--- src/rtl/alu_exe_pipe.sv ---
// Two-stage ALU execute pipeline sitting behind the select/wakeup stage.
// E1 holds the issued instruction with its operands already selected; the ALU
// result is computed combinationally from E1 and captured into E2, which
// presents it to the ROB/RRF through a valid/ready handshake and drives the
// single forwarding/wakeup bus back to the reservation stations.
module alu_exe_pipe #(
    parameter int DATA_LEN     = 32,
    parameter int ADDR_LEN     = 32,
    parameter int RRF_SEL      = 6,
    parameter int ALU_OP_WIDTH = 4
) (
    input  logic                    clk_i,
    input  logic                    reset_i,
    input  logic                    kill_i,
    input  logic                    issue_valid_i,
    output logic                    issue_ready_o,
    input  logic [DATA_LEN-1:0]     issue_op_1_i,
    input  logic [DATA_LEN-1:0]     issue_op_2_i,
    input  logic [ADDR_LEN-1:0]     issue_pc_i,
    input  logic [DATA_LEN-1:0]     issue_imm_i,
    input  logic                    issue_src_a_sel_i,
    input  logic                    issue_src_b_sel_i,
    input  logic [RRF_SEL-1:0]      issue_rrf_tag_i,
    input  logic                    issue_dst_val_i,
    input  logic [ALU_OP_WIDTH-1:0] issue_alu_op_i,
    output logic                    out_valid_o,
    input  logic                    out_ready_i,
    output logic [DATA_LEN-1:0]     out_result_o,
    output logic [RRF_SEL-1:0]      out_rrf_tag_o,
    output logic                    out_dst_val_o,
    output logic                    fwd_valid_o,
    output logic [DATA_LEN-1:0]     fwd_result_o,
    output logic [RRF_SEL-1:0]      fwd_dst_o
);

    localparam int SHAMT_W = $clog2(DATA_LEN);

    localparam logic [ALU_OP_WIDTH-1:0] OP_ADD   = ALU_OP_WIDTH'(0);
    localparam logic [ALU_OP_WIDTH-1:0] OP_SUB   = ALU_OP_WIDTH'(1);
    localparam logic [ALU_OP_WIDTH-1:0] OP_SLL   = ALU_OP_WIDTH'(2);
    localparam logic [ALU_OP_WIDTH-1:0] OP_SLT   = ALU_OP_WIDTH'(3);
    localparam logic [ALU_OP_WIDTH-1:0] OP_SLTU  = ALU_OP_WIDTH'(4);
    localparam logic [ALU_OP_WIDTH-1:0] OP_XOR   = ALU_OP_WIDTH'(5);
    localparam logic [ALU_OP_WIDTH-1:0] OP_SRL   = ALU_OP_WIDTH'(6);
    localparam logic [ALU_OP_WIDTH-1:0] OP_SRA   = ALU_OP_WIDTH'(7);
    localparam logic [ALU_OP_WIDTH-1:0] OP_OR    = ALU_OP_WIDTH'(8);
    localparam logic [ALU_OP_WIDTH-1:0] OP_AND   = ALU_OP_WIDTH'(9);
    localparam logic [ALU_OP_WIDTH-1:0] OP_PASSB = ALU_OP_WIDTH'(10);

    // Reserved opcodes fall into the default arm and yield zero.
    function automatic logic [DATA_LEN-1:0] alu_calc(
        input logic [ALU_OP_WIDTH-1:0] op,
        input logic [DATA_LEN-1:0]     a,
        input logic [DATA_LEN-1:0]     b
    );
        logic signed [DATA_LEN-1:0] sa;
        logic signed [DATA_LEN-1:0] sb;
        logic        [SHAMT_W-1:0]  sh;
        logic        [DATA_LEN-1:0] r;
        sa = a;
        sb = b;
        sh = b[SHAMT_W-1:0];
        r  = '0;
        case (op)
            OP_ADD:   r = a + b;
            OP_SUB:   r = a - b;
            OP_SLL:   r = a << sh;
            OP_SLT:   r = {{(DATA_LEN-1){1'b0}}, (sa < sb)};
            OP_SLTU:  r = {{(DATA_LEN-1){1'b0}}, (a < b)};
            OP_XOR:   r = a ^ b;
            OP_SRL:   r = a >> sh;
            OP_SRA:   r = $unsigned(sa >>> sh);
            OP_OR:    r = a | b;
            OP_AND:   r = a & b;
            OP_PASSB: r = b;
            default:  r = '0;
        endcase
        return r;
    endfunction

    logic                    e1_valid_q, e1_valid_d;
    logic                    e2_valid_q, e2_valid_d;
    logic [DATA_LEN-1:0]     e1_a_q;
    logic [DATA_LEN-1:0]     e1_b_q;
    logic [ALU_OP_WIDTH-1:0] e1_op_q;
    logic [RRF_SEL-1:0]      e1_tag_q;
    logic                    e1_dst_q;
    logic [DATA_LEN-1:0]     e2_res_q;
    logic [RRF_SEL-1:0]      e2_tag_q;
    logic                    e2_dst_q;

    logic                    e2_adv;
    logic                    e1_adv;
    logic                    accept;
    logic                    fire;
    logic [DATA_LEN-1:0]     sel_a;
    logic [DATA_LEN-1:0]     sel_b;
    logic [DATA_LEN-1:0]     e1_res;

    // E2 moves when empty or drained this cycle; E1 can only move into a moving E2.
    assign e2_adv        = ~e2_valid_q | out_ready_i;
    assign e1_adv        = e2_adv;
    assign issue_ready_o = ~e1_valid_q | e2_adv;
    assign accept        = issue_valid_i & issue_ready_o;

    assign sel_a  = issue_src_a_sel_i ? DATA_LEN'(issue_pc_i) : issue_op_1_i;
    assign sel_b  = issue_src_b_sel_i ? issue_imm_i : issue_op_2_i;
    assign e1_res = alu_calc(e1_op_q, e1_a_q, e1_b_q);

    assign out_valid_o   = e2_valid_q;
    assign out_result_o  = e2_res_q;
    assign out_rrf_tag_o = e2_tag_q;
    assign out_dst_val_o = e2_dst_q;

    // Forwarding bus is zero outside the fire cycle so each tag is broadcast once.
    assign fire         = e2_valid_q & out_ready_i;
    assign fwd_valid_o  = fire;
    assign fwd_result_o = fire ? e2_res_q : '0;
    assign fwd_dst_o    = fire ? e2_tag_q : '0;

    // Next-state of the stage valid bits; kill overrides accept and advance.
    always_comb begin
        e1_valid_d = e1_valid_q;
        e2_valid_d = e2_valid_q;
        if (kill_i) begin
            e1_valid_d = 1'b0;
            e2_valid_d = 1'b0;
        end else begin
            if (accept) begin
                e1_valid_d = 1'b1;
            end else if (e1_adv) begin
                e1_valid_d = 1'b0;
            end
            if (e2_adv) begin
                e2_valid_d = e1_valid_q;
            end
        end
    end

    // Stage valid registers.
    always_ff @(posedge clk_i or negedge reset_i) begin
        if (!reset_i) begin
            e1_valid_q <= 1'b0;
            e2_valid_q <= 1'b0;
        end else begin
            e1_valid_q <= e1_valid_d;
            e2_valid_q <= e2_valid_d;
        end
    end

    // E1 stage: capture the selected operands and control on accept, else hold.
    always_ff @(posedge clk_i or negedge reset_i) begin
        if (!reset_i) begin
            e1_a_q   <= '0;
            e1_b_q   <= '0;
            e1_op_q  <= '0;
            e1_tag_q <= '0;
            e1_dst_q <= 1'b0;
        end else if (accept) begin
            e1_a_q   <= sel_a;
            e1_b_q   <= sel_b;
            e1_op_q  <= issue_alu_op_i;
            e1_tag_q <= issue_rrf_tag_i;
            e1_dst_q <= issue_dst_val_i;
        end
    end

    // E2 stage: capture the ALU result only when a valid E1 moves forward.
    always_ff @(posedge clk_i or negedge reset_i) begin
        if (!reset_i) begin
            e2_res_q <= '0;
            e2_tag_q <= '0;
            e2_dst_q <= 1'b0;
        end else if (e2_adv && e1_valid_q) begin
            e2_res_q <= e1_res;
            e2_tag_q <= e1_tag_q;
            e2_dst_q <= e1_dst_q;
        end
    end

endmodule

--- config.mk ---
export PLATFORM = sky130hd
export DESIGN_NAME = alu_exe_pipe
export DESIGN_NICKNAME = d
export VERILOG_FILES = /design/src/rtl/alu_exe_pipe.sv
export SDC_FILE = /design/constraint.sdc
export NUM_CORES = 1
export LEC_CHECK = 0
export ABC_AREA = 1
export BUFFER_PORTS_ARGS = -buffer_cell sky130_fd_sc_hd__buf_4
export CELL_PAD_IN_SITES_DETAIL_PLACEMENT = 0
export CELL_PAD_IN_SITES_GLOBAL_PLACEMENT = 2
export CORE_MARGIN = 3
export CORE_UTILIZATION = 32
export CTS_CLUSTER_DIAMETER = 60
export DETAILED_ROUTE_END_ITERATION = 16
export PLACE_DENSITY = 0.84
export SYNTH_ARGS = -nofsm -noshare
export SYNTH_HDL_FRONTEND = slang
export SYNTH_SLANG_ARGS = --single-unit
--- constraint.sdc ---
create_clock -name clk_i -period 5.56 [get_ports clk_i]
set_input_delay 1.112 -clock clk_i [delete_from_list [all_inputs] [get_ports clk_i]]
set_output_delay 1.112 -clock clk_i [all_outputs]
set_load 0.03 [all_outputs]
# Word-level counts from Yosys, hierarchy flattened
# Index checks and enable logic that the tools add are counted.
[word_totals]
out_inout_bits = 80
wordCells = 50
reg_bits = 116
inputBits = 146
[op_classes]
shift = 3
n_addsub = 2
order_cmp = 2
muxes = 10
eq_ne = 10
reduce_logical = 4
bitwise = 9
[op_table]
columns = ["op", "count"]
rows = [
  ["32-bit one-hot mux with 11 select lines", 1],
  ["32-bit two-way mux", 3],
  ["32-bit < comparator", 2],
  ["32-bit adder", 1],
  ["32-bit bitwise AND", 1],
  ["32-bit OR", 1],
  ["32-bit by 5-bit << shifter with 32-bit output", 1],
  ["32-bit by 5-bit >> shifter with 32-bit output", 1],
  ["32-bit by 5-bit >>> shifter with 32-bit output", 1],
  ["32-bit subtractor", 1],
  ["32-bit XOR", 1],
  ["4-bit by 3-bit == test with 1-bit output, second input constant", 4],
  ["4-bit == test, second input constant", 3],
  ["4-bit by 2-bit == test with 1-bit output, second input constant", 2],
  ["6-bit two-way mux", 1],
  ["1-bit two-way mux", 5],
  ["4-bit by 1-bit == test with 1-bit output, second input constant", 1],
  ["4-bit zero test", 1],
  ["3-bit nonzero test", 1],
  ["1-bit bitwise AND", 2],
  ["1-bit NOT", 2],
  ["1-bit OR", 2],
  ["2-bit nonzero test", 1],
  ["1-bit logical AND", 1],
]

# Depth between registers and ports, before layout
[logic_depth]
ltp_word = 6
depth_mapped = 22
mapped_depth_nobuf = 18

# Worst setup path before layout
# OpenSTA, ideal clock, no wires.
[synth_timing]
path_kind = "in2out"
startpoint = "input out_ready_i"
endpoint = "output fwd_dst_o[0]"
path_buffers = 2
t_required_ns = 4.448
slack_ns = 2.445
arrival_time_ns = 2.003
cell_stages = 4
path_cell_list = "nand2_1 clkbuf_1 clkbuf_1 nor2_1"
[synth_via]
elab_chain_cells = 2
[synth_lines]
columns = ["element", "line_no", "source"]
rows = [
  ["from (decl)", "27", "input logic out_ready_i,"],
  ["1-bit bitwise AND", "116", "assign fire = e2_valid_q & out_ready_i;"],
  ["6-bit two-way mux", "119", "assign fwd_dst_o = fire ? e2_tag_q : '0;"],
  ["to (decl)", "33", "output logic [RRF_SEL-1:0] fwd_dst_o"],
]
# Every way passes these cells.

# Worst setup path in the final report
[layout_timing]
startpoint = "register e1_b_q[0]"
endpoint = "register e2_res_q[12] (netlist: out_result_o[12])"
[layout_via]
elab_chain_cells = 2
elab_cells_between_ends = 6
cone_classes = "add/sub: 2; shift: 3; mux: 1"
[layout_lines]
columns = ["element", "line_no", "source"]
rows = [
  ["from (decl)", "84", "logic [DATA_LEN-1:0] e1_b_q;"],
  ["from (signal assigned)", "161", "e1_b_q <= sel_b;"],
  ["32-bit subtractor, or another cell as far along", "66", "OP_SUB: r = a - b;"],
  ["32-bit one-hot mux with 11 select lines (*)", "64", "case (op)"],
  ["to (signal assigned)", "175", "e2_res_q <= e1_res;"],
  ["to (decl)", "88", "logic [DATA_LEN-1:0] e2_res_q;"],
]
# Every way passes the cells marked *; elsewhere a longest branch is shown, timed or not.
# A chain may end at the register's enable or synchronous reset.

==> impl_metrics.ini <==
[placement]
numPortBuffers = 225
dpl.hpwl_mm = 74.2
gp_congestion = 1.07

[critical_path]
crit_path_start = e1_b_q[0]
ff2ff_path_depth = 14
cp_data_arrival_time_ns = 3.96
cp_cell_sequence = buf_4, ha_1, inv_1, fa_1, inv_1, nand3_1, nand3_1, nand2_1, nand3_1, a21oi_1, o21ai_0, nand3_1, nand2_1, nand2_1
critical_path.max_fanout = 34
reg2reg_from = e1_b_q[0]
path_class = reg -> reg
end_kind = flop
start_kind = flop
rrSetupSlack_ns = 1.97
crit_family = simple AND/OR/NAND/NOR gates
setup.worst_path.end = out_result_o[12]
reg2reg_to = out_result_o[12]
crit_required_ns = 5.92
crit_buf_inv = 3
cp_slowest_cell = buf_4
timing.critical_path.mode_cell = nand3_1
cp.depth = 14
crit_path_max_incr_delay_ns = 0.47

[floorplanning]
rows = 80
start_util_pct = 32.6
num_io_pins = 226
core_sq_um = 48000
die_x_microns = 227
dieArea_sq_um = 51600
fp.dieH_microns = 227

[power_and_ir_drop]
pwr-share-clk_pct = 23.2
leakage_nw = 10.2
finalPower_mw = 5.55
p_int_mw = 2.62
vdd_drop_max_uv = 268
power_frac_seq_pct = 21.2
switchingPower_mw = 2.93
power_frac_comb_pct = 55.6
power.density_nw_per_um2 = 302
swShare_pct = 52.8

[drt]
route.vias.total = 19700
dr.pass1.iters = 6
routed.top_layer = met4
antenna_left = 0
drc = 0
wl_per_cell_microns = 25.1
met2WireLength_mm = 41.0
wl_met1_mm = 37.0
routed_via_density = 5.43
routed_wl_mm = 91.0
wl_met3_mm = 7.09
drt-initial-drc-count = 2061

[hold_path]
worst_hold_path_type = reg -> reg

[layout]
nets = 3243
multi_input_area_sq_um = 10500
fill_cells = 5487
seq_area_sq_um = 2910
num_antenna_cells = 0
drive_gt1_share_pct = 10.1
final_cell_mix = nand2_1 (931), nand3_1 (490), inv_1 (440), buf_4 (250), nor2_1 (233)
final_common_cell = nand2_1
area_growth_pct = 17.4

[sta]
slew_headroom_pct = 18.1
finalSetupTns_ns = 0
fmax_mhz = 278
fin_crit_sh_pct = 64.6
rsz0062_at_grt = no
finClkSkew_ns = 0.0213
setup_viol = 0
fin_crit_ns = 3.59
maxSlewViolCount = 0
worstMarginPinSlew_ns = 1.23
hold_violations = 0

[synthesis]
synth_cells = 2865
syn-num-nets = 3113
synth.cell_area_sq_um = 15700
synth.avg_cell_area_sq_um = 5.47
ys_seq_elements = 116
ys_warn_count = 0
synth-seq-area-share_pct = 18.5
synth.distinct_cells = 36

[status]
outcome = complete, no violations

[clock_network]
cts_made_buffers = 17
clk_path_buf_depth = 2
cts_tree = yes
cts_max_level = 4
cts.clk_slew.worst_paths_ns = 0.06
root_buffer = clkbuf_16
ctsHoldBuffers = 0
cts_sinks = 116
clk_latency_ns = 0.49
post_cts_buffers = 0
cts_resized = 0

[global_routing]
antenna_found_initial = 0
overflow = 0
grt_max_degree = 129
grt_pass1_wl_mm = 129
grt_pass1_vias = 18700
gr-usage-all-layers_pct = 35.1

[job]
maxCapViolCount = 0
==> stage by stage <==
stage / worst slack [ns] / instance area [sq um] / utilization [%] / instances / hold slack [ns]
4_1_cts: 1.96 / 18400 / 38.3 / 3622 / 0.515
2_1_floorplan: 2.45 / 15700 / - / 2865 / 0.501
5_1_grt: 1.82 / 18400 / 38.3 / 3622 / 0.536
6_report: 1.97 / 18400 / 38.3 / 3622 / 0.508
3_5_place_dp: 1.96 / 17700 / 36.9 / 3591 / 0.499
3_3_place_gp: 2.00 / 17700 / 36.9 / 3591 / 0.476
==> tightest hold or removal path, cell delays in order (launching register included) <==
cell     delay (ns)
dfrtp_1        0.36
nand2_1        0.06
nand2_1        0.05
==> cell families after synthesis <==
group / Yosys count / share of synthesized area (%)
adders and majority gates: 102 / 8.24
and+or+nand+nor: 1741 / 47.0
AOI/OAI and AO/OA: 317 / 11.7
buffers and inverters: 589 / 14.6
DFF: 116 / 18.5
==> state kept, by name, indices dropped and copies added (netlist names) <==
| name | flops |
|---|---|
| out_rrf_tag_o | 6 |
| out_dst_val_o | 1 |
| out_result_o | 32 |
| e1_op_q | 4 |
| out_valid_o | 1 |
| e1_tag_q | 6 |
| e1_b_q | 32 |
| e1_dst_q | 1 |
| e1_valid_q | 1 |
| e1_a_q | 32 |
==> per-layer routing <==
layer	global-route usage, %	vias to the layer above
li1	-	9393
met5	0	-
met3	8.72	199
met4	20.9	0
met2	56.1	819
met1	42.8	9253
==> final cells by class <==
| type | count | share of cell area, % |
|---|---|---|
| multi-input cells | 2160 | 57.0 |
| flip-flops and latches | 116 | 15.8 |
| repair buffers | 251 | 10.3 |
| inverters | 449 | 9.18 |
| well taps | 615 | 4.18 |
| clock buffers | 17 | 2.31 |
| clock inverters | 14 | 1.24 |
==> worst min path at each step <==
stage | start | end | slack (ns) | cells past startpoint
finish | out_result_o[27] | out_result_o[27] | 0.51 | 2
floorplan | e1_dst_q | e1_dst_q | 0.50 | 2
global placement | out_dst_val_o | out_dst_val_o | 0.48 | 2
CTS | out_result_o[27] | out_result_o[27] | 0.52 | 2
detailed placement | out_result_o[27] | out_result_o[27] | 0.50 | 2
global route | out_result_o[27] | out_result_o[27] | 0.54 | 2
==> power by group through the flow <==
stage / Combinational [mW] / Sequential (mW) / Clock [mW]
finish: 3.09 / 1.18 / 1.29
global route: 3.35 / 1.19 / 1.33
CTS: 3.04 / 1.17 / 1.31
detailed placement: 3.03 / 1.18 / 0
global placement: 3.05 / 1.18 / 0
floorplan: 1.70 / 1.25 / 0
==> Yosys cell counts (all sizes together) <==
cell type	instances	share of area, %
nor3	22	0.70
o21bai	5	0.24
inv	448	11
fa	2	0.26
or2	5	0.20
nand2	932	22
and3	1	0.040
buf	68	2.1
a221oi	1	0.056
clkbuf	72	1.7
ha	100	8.0
a21oi	60	1.9
clkinv	1	0.024
nand3b	3	0.14
nand3	490	16
nor2	241	6.0
dfrtp	116	19
o211ai	73	3.5
nand4	33	1.3
a211oi	1	0.048
a31oi	1	0.040
nor3b	1	0.048
and2	8	0.32
nor4	5	0.20
o22ai	31	1.2
o21ai	144	4.6
o221ai	1	0.056
Note: power is estimated with default switching activity, not from simulation.
